--- config.mk ---
export PLATFORM = sky130hd
export DESIGN_NAME = gcd_datapath
export DESIGN_NICKNAME = d
export VERILOG_FILES = /design/src/rtl/gcd_datapath.sv
export SDC_FILE = /design/constraint.sdc
export NUM_CORES = 1
export LEC_CHECK = 0
export ABC_AREA = 1
export BUFFER_PORTS_ARGS = -buffer_cell sky130_fd_sc_hd__buf_4
export CORE_MARGIN = 2
export CORE_UTILIZATION = 64
export DETAILED_ROUTE_END_ITERATION = 10
export GPL_TIMING_DRIVEN = 1
export PLACE_DENSITY = 0.95
export SLEW_MARGIN = 20
export SYNTH_ARGS = -nofsm -noshare
export SYNTH_HDL_FRONTEND = slang
export SYNTH_SLANG_ARGS = --single-unit
--- constraint.sdc ---
create_clock -name clk_i -period 3.75 [get_ports clk_i]
set_input_delay 0.1875 -clock clk_i [delete_from_list [all_inputs] [get_ports clk_i]]
set_output_delay 0.1875 -clock clk_i [all_outputs]
set_load 0.05 [all_outputs]
--- src/rtl/gcd_datapath.sv ---
// gcd_datapath: operand/arithmetic stage for the GCD controller.
// Captures two operands, runs subtractive Euclid while the controller is in
// COMPUTE, reports zero/enable status back to it and hands the result out
// over a valid/ready port. One computation runs per reset.
// Optional build macro GCD_ITER_COUNT_EN adds iter_cnt_o, a saturating count
// of the iterations that actually changed a register.
module gcd_datapath #(
  parameter int WIDTH = 16
) (
  input  logic             clk_i,
  input  logic             nreset_i,
  input  logic             operand_valid_i,
  input  logic [WIDTH-1:0] operand_a_i,
  input  logic [WIDTH-1:0] operand_b_i,
  output logic             operand_ready_o,
  input  logic             flag_init_i,
  input  logic             flag_compute_i,
  input  logic             flag_finish_i,
  output logic             compute_enable_o,
  output logic             compare_zero_o,
  output logic [WIDTH-1:0] result_o,
  output logic             result_valid_o,
  input  logic             result_ready_i,
`ifdef GCD_ITER_COUNT_EN
  output logic [WIDTH-1:0] iter_cnt_o,
`endif
  output logic             busy_o
);

  localparam logic [1:0] ST_EMPTY  = 2'd0;
  localparam logic [1:0] ST_LOADED = 2'd1;
  localparam logic [1:0] ST_DONE   = 2'd2;

  localparam logic [WIDTH-1:0] ZERO = {WIDTH{1'b0}};

  logic [1:0]       r_state;
  logic [1:0]       w_state_nxt;
  logic [WIDTH-1:0] r_a;
  logic [WIDTH-1:0] r_b;
  logic [WIDTH-1:0] w_a_nxt;
  logic [WIDTH-1:0] w_b_nxt;

  logic w_a_zero;
  logic w_b_zero;
  logic w_capture;
  logic w_iterate;
  logic w_accept;

  assign w_a_zero  = (r_a == ZERO);
  assign w_b_zero  = (r_b == ZERO);
  assign w_capture = operand_valid_i && operand_ready_o;
  // Only an iteration that will really change a register counts; once either
  // register reaches zero the operands freeze even if COMPUTE lingers.
  assign w_iterate = flag_compute_i && (r_state == ST_LOADED) && !w_a_zero && !w_b_zero;
  assign w_accept  = result_valid_o && result_ready_i;

  // State register: async clear abandons any computation in flight.
  always_ff @(posedge clk_i or negedge nreset_i) begin
    if (!nreset_i) begin
      r_state <= ST_EMPTY;
    end else begin
      r_state <= w_state_nxt;
    end
  end

  // Next-state: EMPTY -> LOADED on capture, LOADED -> DONE on result handoff.
  always_comb begin
    w_state_nxt = r_state;
    case (r_state)
      ST_EMPTY: begin
        if (w_capture) begin
          w_state_nxt = ST_LOADED;
        end else begin
          w_state_nxt = ST_EMPTY;
        end
      end
      ST_LOADED: begin
        if (w_accept) begin
          w_state_nxt = ST_DONE;
        end else begin
          w_state_nxt = ST_LOADED;
        end
      end
      ST_DONE: begin
        w_state_nxt = ST_DONE;
      end
      default: begin
        w_state_nxt = ST_EMPTY;
      end
    endcase
  end

  // Outputs: status and handshake signals decoded from state and operands.
  always_comb begin
    operand_ready_o  = flag_init_i && (r_state == ST_EMPTY);
    compute_enable_o = (r_state == ST_LOADED) && !w_a_zero && !w_b_zero;
    compare_zero_o   = (r_state != ST_EMPTY) && (w_a_zero || w_b_zero);
    busy_o           = (r_state == ST_LOADED);
    result_valid_o   = flag_finish_i && (r_state == ST_LOADED) && compare_zero_o;
    if (r_state != ST_EMPTY) begin
      // With one register zero the OR is simply the surviving operand.
      result_o = r_a | r_b;
    end else begin
      result_o = ZERO;
    end
  end

  // Operand next value: load on capture, otherwise one subtractive step.
  always_comb begin
    w_a_nxt = r_a;
    w_b_nxt = r_b;
    if (w_capture) begin
      w_a_nxt = operand_a_i;
      w_b_nxt = operand_b_i;
    end else if (w_iterate) begin
      if (r_a > r_b) begin
        w_a_nxt = r_a - r_b;
      end else if (r_b > r_a) begin
        w_b_nxt = r_b - r_a;
      end else begin
        // Equal operands: the GCD is reached, retire B so compare_zero rises.
        w_b_nxt = ZERO;
      end
    end else begin
      w_a_nxt = r_a;
      w_b_nxt = r_b;
    end
  end

  // Operand registers.
  always_ff @(posedge clk_i or negedge nreset_i) begin
    if (!nreset_i) begin
      r_a <= ZERO;
      r_b <= ZERO;
    end else begin
      r_a <= w_a_nxt;
      r_b <= w_b_nxt;
    end
  end

`ifdef GCD_ITER_COUNT_EN
  localparam logic [WIDTH-1:0] ONES = {WIDTH{1'b1}};
  localparam logic [WIDTH-1:0] ONE  = {{(WIDTH-1){1'b0}}, 1'b1};

  logic [WIDTH-1:0] r_iter_cnt;
  logic [WIDTH-1:0] w_iter_cnt_nxt;

  // Iteration counter next value: clear on capture, saturating increment.
  always_comb begin
    w_iter_cnt_nxt = r_iter_cnt;
    if (w_capture) begin
      w_iter_cnt_nxt = ZERO;
    end else if (w_iterate && (r_iter_cnt != ONES)) begin
      w_iter_cnt_nxt = r_iter_cnt + ONE;
    end else begin
      w_iter_cnt_nxt = r_iter_cnt;
    end
  end

  // Iteration counter register.
  always_ff @(posedge clk_i or negedge nreset_i) begin
    if (!nreset_i) begin
      r_iter_cnt <= ZERO;
    end else begin
      r_iter_cnt <= w_iter_cnt_nxt;
    end
  end

  assign iter_cnt_o = r_iter_cnt;
`endif

endmodule
## Word level (Yosys, flattened, before mapping)

Cells that the tools add are included.

- Register bits: 34
- Logic and storage cells: 44

- Equal/unequal tests: 3
- Muxes and demuxes: 11
- Add/subtract/negate cells: 2
- Reduce and logical (&&, ||, !) cells: 22
- $lt $le $gt $ge: 2
- Bitwise logic cells: 1

Operators with widths:

| operator | number |
|---|---|
| $mux W16 | 8 |
| $gt A16 B16 Y1 | 2 |
| $logic_not A16 Y1 | 2 |
| $sub A16 B16 Y16 | 2 |
| $or A16 B16 Y16 | 1 |
| $logic_and A1 B1 Y1 | 11 |
| $pmux W2 S3 | 1 |
| $reduce_bool A2 Y1 | 3 |
| $reduce_and A2 Y1 | 2 |
| $eq A2 B1 Y1 const B | 1 |
| $eq A2 B2 Y1 const B | 1 |
| $logic_not A1 Y1 | 2 |
| $logic_not A2 Y1 | 1 |
| $mux W2 | 1 |
| $ne A2 B2 Y1 const B | 1 |
| $logic_or A1 B1 Y1 | 1 |
| $mux W1 | 1 |

## Logic depth before layout (Yosys ltp)

- Depth in word-level cells: 7
- Mapped depth: 16
- Depth with buffers taken out: 16

## Worst setup path before layout

No wires, ideal clock.

- Kind: register -> register
- Start: register r_a[1]
- End: register r_state[0]
- Stages on the path, launching flop included: 11
- Period minus slack after synthesis: 2097 ps
- Path buffers: 0
- Required time: 3630 ps
- Setup slack: 1653 ps
- Arrival time: 1977 ps
- Path through: dfrtp_1 -> inv_1 -> nand4_1 -> nor2_1 -> nand2_1 -> nand2_1 -> inv_1 -> nor2_1 -> nand4_1 -> nand2_1 -> nand2_1

- Cells in the longest elaborated chain, start to end: 7

RTL lines:

| element | RTL line | RTL |
|---|---|---|
| from (decl) | 38 | `logic [WIDTH-1:0] r_a;` |
| from (signal assigned) | 136 | `r_a <= w_a_nxt;` |
| $logic_not A16 Y1 | 49 | `assign w_a_zero = (r_a == ZERO);` |
| $logic_or A1 B1 Y1 | 97 | `compare_zero_o = (r_state != ST_EMPTY) && (w_a_zero \|\| w_b_zero);` |
| $logic_and A1 B1 Y1 | 97 |  |
| named net compare_zero_o | 20 | `output logic compare_zero_o,` |
| $logic_and A1 B1 Y1 | 99 | `result_valid_o = flag_finish_i && (r_state == ST_LOADED) && compare_zero_o;` |
| $logic_and A1 B1 Y1 | 55 | `assign w_accept = result_valid_o && result_ready_i;` |
| $mux W2 | 78 | `if (w_accept) begin` |
| $pmux W2 S3 | 69 | `case (r_state)` |
| named net w_state_nxt[0] | 37 | `logic [1:0] w_state_nxt;` |
| to (signal assigned) | 62 | `r_state <= w_state_nxt;` |
| to (decl) | 36 | `logic [1:0] r_state;` |

The timed path passes the listed nets, and every way through them passes these cells.
A chain may end at the register's enable or synchronous reset.

## Final worst setup path

- Start: register r_state[1]
- End: register r_b[15]

- Cells in the longest elaborated chain, start to end: 6
- Elaborated cells between the ends (all ways): 11
- Those cells by class: eq/ne (2); mux (1); reduce/logical (8)

RTL lines:

| element | RTL line | RTL |
|---|---|---|
| $eq A2 B1 Y1 | 54 | `assign w_iterate = flag_compute_i && (r_state == ST_LOADED) && !w_a_zero && !w_b_zero;` |
| $logic_and A1 B1 Y1 (3 in a row) | 54 |  |
| $reduce_bool A2 Y1 (no line) | -- |  |
| $reduce_and A2 Y1 (no line) | -- |  |
| to (signal assigned) | 137 | `r_b <= w_b_nxt;` |
| to (decl) | 39 | `logic [WIDTH-1:0] r_b;` |

Several ways; a longest one is shown, not always the timed one.

==> results.md <==
Run status:
- The run finished with clean final reports.

Route:
- Dividing the detail-routed via count by the number of cells gives 5.66.
- For this run, design rule violations remaining after detail routing come to 0.
- The number of routed nets with antenna violations is 0.
- The first detailed-routing pass ran for 5 iterations.
- The routed wire length is 12700 µm.
- Detailed routing inserted a total of 4459 vias.
- The number of DRC markers after the initial detailed-route iteration is 450.
- Dividing the detail-routed wire length by the instance count gives 16.1 µm.

Placed design:
- The global placement routability congestion is 1.04.
- OpenSTA, run right after detailed placement, puts the worst setup slack at 1.20 ns.
- In this run, placement finished with an instance count of 779.
- The HPWL after detailed placement is 10000 µm.
- The number of I/O port buffers is 59.

Setup path:
- Data arrives at the worst endpoint at 2.79 ns.
- The startpoint kind of the worst setup timing path is a register.
- The critical path endpoint category is a register.
- The largest driver fanout on the critical path is 34.
- The category of the critical setup timing path is reg2reg.
- The setup slack on the worst flop-to-flop path is 1.14 ns.
- The required time of the critical path is 3.92 ns.
- The endpoint identified for the worst register-to-register timing path is r_b[15].
- The worst register-to-register path begins at r_state[1].
- The depth of the worst register-to-register path is 7.

Final layout:
- The antenna cell count is 0.
- The layout has 533 filler cells.
- The layout overhead on the synthesized area is 12.9%.
- For this run, the number of standard cells in the final layout without fillers is 788.
- The flip-flop and latch area is 851 µm².
- In the layout the commonest cells are nand2_1, inv_1, buf_4.
- Summing all multi-input logic gate instances after layout gives 2910 µm².
- In the final layout, the share of cells above drive strength 1 is 21.7%.
- The number of nets at the end of the flow is 799.
- Leaving out fill and tap cells, the most frequent cell in the layout is nand2_1.

Run:
- The tool flagged a number of max-cap violations equal to 0.

Timing:
- For the pin with the worst max-slew slack, the measured transition is 0.650 ns.
- The final critical path takes up 69.7% of the cycle.
- The clock period could shrink to 2.61 ns.
- Setup repair after global routing left no endpoint under its margin.
- The clock tree skew after final layout is 0.00346 ns.
- The final worst slack is 1.14 ns.
- Timing would allow up to 0.382 GHz.
- Headroom to the max-slew limit came out at 56.6%.
- The total negative slack is 0 ns.
- The number of max-slew violations in the final report is 0.
- The final number of setup-violating endpoints is 0.
- The count of endpoints failing hold in the final timing report is 0.

Floorplanning:
- The die area is 7320 µm².
- The placeable core region is 6390 µm².
- The initial core utilization is 66.6%.
- The number of rows created at floorplan is 29.
- The die is 85.5 µm tall.
- The overall die width is 85.5 µm.
- 60 I/O pins were placed.

Synth:
- Synthesis produced 652 cells.
- The cell area after synthesis is 4260 µm².
- The synthesized design contains 0 enable-type register cells.
- Sorting the synthesized cells by area gives the leading types as dfrtp_1, nand2_1, ha_1, inv_1, nand3_1.
- In this run the biggest area consumer among cell types represents 20.0% of the synthesized area.
- The count of synthesis-stage warnings from yosys is 0.
- When the netlist entered floorplanning its net count stood at 741.
- The synthesized flop and latch total is 34.
- A synthesized cell averages 6.53 µm².
- The number of unique standard cell types used by synthesis is 35.
- The proportion of synthesized chip area in sequential cells is 20.0%.
- Among all flip-flop cells after synthesis, the most frequent one is dfrtp_1.
- The fraction of registers with async set or reset after synthesis is 100%.
- The synthesized design spends more area on one cell type than any other, namely dfrtp_1.

Global route:
- The final global-route overflow total is 0.
- Global routing consumed, over all layers together, 35.8% of the routing resources.
- The first global-routing pass estimated 20500 µm of wire.
- The initial antenna violation count is 0.
- The largest net degree at the start of global routing is 35.
- The number of global-route vias before repair was 4335.

Clock network:
- The number of buffers on the longest clock path is 2.
- After clock tree synthesis, the clock-pin slew on the worst setup and hold paths is 0.07 ns.
- The setup fix buffers added after clock tree synthesis is 0.
- The number of sinks handled by clock tree synthesis is 34.
- The worst-skew pair later-pin latency is 0.29 ns.
- The TritonCTS clock tree is done.
- The post-cts repair resize count is 0.
- The root buffer cell is clkbuf_8.
- In this run, CTS created clock tree buffers numbering 5.
- The deepest level of the CTS H-tree is 2.

Pwr:
- The completed layout was analyzed and its total power is 700 µW.
- In this run the power density over the cells is 146 nW/µm².
- IR analysis of the VDD net gives a maximum drop of 0.176 mV.
- Summed over all cells, the static leakage comes to 2.71 nW.

Min path:
- The min-delay analysis places its worst path in the category in2reg.
- The beginning of the worst hold path is operand_b_i[10].
- The end of the worst hold path is r_b[10].
- Counting instances, the worst hold path has a depth of 3.
repair_timing:
action                                  in CTS  in global routing
hold endpoints to repair                    34                  0
endpoints found under the setup margin       0                  0
hold buffers                                 1                  0
state kept, by name, summed over array words and instances (netlist names):
name     flops
r_state      2
r_b         16
r_a         16
cell usage after synthesis (2+ instances only):
library cell / number
a21oi_1: 13
a21oi_2: 4
buf_12: 2
buf_2: 4
dfrtp_1: 34
fa_1: 2
ha_1: 48
inv_1: 94
inv_2: 12
nand2_1: 215
nand2_2: 30
nand2_4: 6
nand3_1: 55
nand3_2: 11
nand3_4: 2
nand4_1: 18
nor2_1: 53
nor2_2: 5
nor2_4: 4
nor3_1: 2
o21ai_0: 8
o21ai_2: 9
o21bai_1: 3
xnor2_1: 2
xor2_1: 6
critical path, stage by stage, from the launching register on:
cell and delay, ns:
dfrtp_1 0.45, nor2_4 0.44, and2_1 0.24, nand2_2 0.33, inv_2 0.63, nor2_4 0.17
nand3_1 0.15, nand3_1 0.08
where the power goes:
part,internal [mW],leakage [nW],switching [mW]
combinational,0.0254,2.24,0.0136
clock,0.148,0.0482,0.147
sequential,0.366,0.423,0
per-stage QoR:
| step | utilization (%) | cell area, µm² | hold WS [ns] |
|---|---|---|---|
| final | 75.3 | 4810 | 0.111 |
| after floorplan | - | 4260 | -0.108 |
| after detailed placement | 73.7 | 4700 | 0.175 |
| after global placement | 73.7 | 4700 | 0.169 |
| after global routing | 75.3 | 4810 | 0.124 |
| after CTS | 75.3 | 4810 | 0.106 |
cells by family after synthesis:
| family | Yosys count | share of synthesized area, % |
|---|---|---|
| AND/OR/NAND/NOR | 405 | 45.5 |
| buffers and inverters | 116 | 11.6 |
| adder cells (fa/ha/maj) | 50 | 15.1 |
| AO/OA/AOI/OAI | 39 | 6.20 |
| flip-flops | 34 | 20.0 |
| XOR/XNOR | 8 | 1.65 |
layout make-up:
class / instances / share of cell area [%]
clock buffers: 7 / 1.80
inverters: 107 / 8.38
clock inverters: 1 / 0.104
multi-input cells: 502 / 60.6
repair buffers: 60 / 9.42
well taps: 77 / 2.00
flip-flops and latches: 34 / 17.7
worst max-delay path by stage:
stage	start	to	slack (ns)	depth (start not counted)
6_report	r_state[1]	r_b[15]	1.14	7
5_1_grt	r_state[1]	r_a[11]	0.97	8
4_1_cts	r_state[1]	r_b[15]	1.19	7
3_3_place_gp	r_state[1]	r_b[6]	1.32	7
2_1_floorplan	r_a[1]	r_state[0]	1.65	10
3_5_place_dp	r_state[1]	r_b[15]	1.20	7
routing by layer:
layer | share of wire [%] | global-route usage, % | up-vias | wire, µm
met1 | 43 | 48.1 | 2044 | 5440
met5 | 0 | 0 | - | 0
met3 | 7.8 | 4.14 | 35 | 989
li1 | - | - | 2142 | -
met2 | 46 | 58.4 | 238 | 5810
met4 | 3.6 | 15.4 | 0 | 453
No activity file was read; power rests on OpenSTA's default activity.
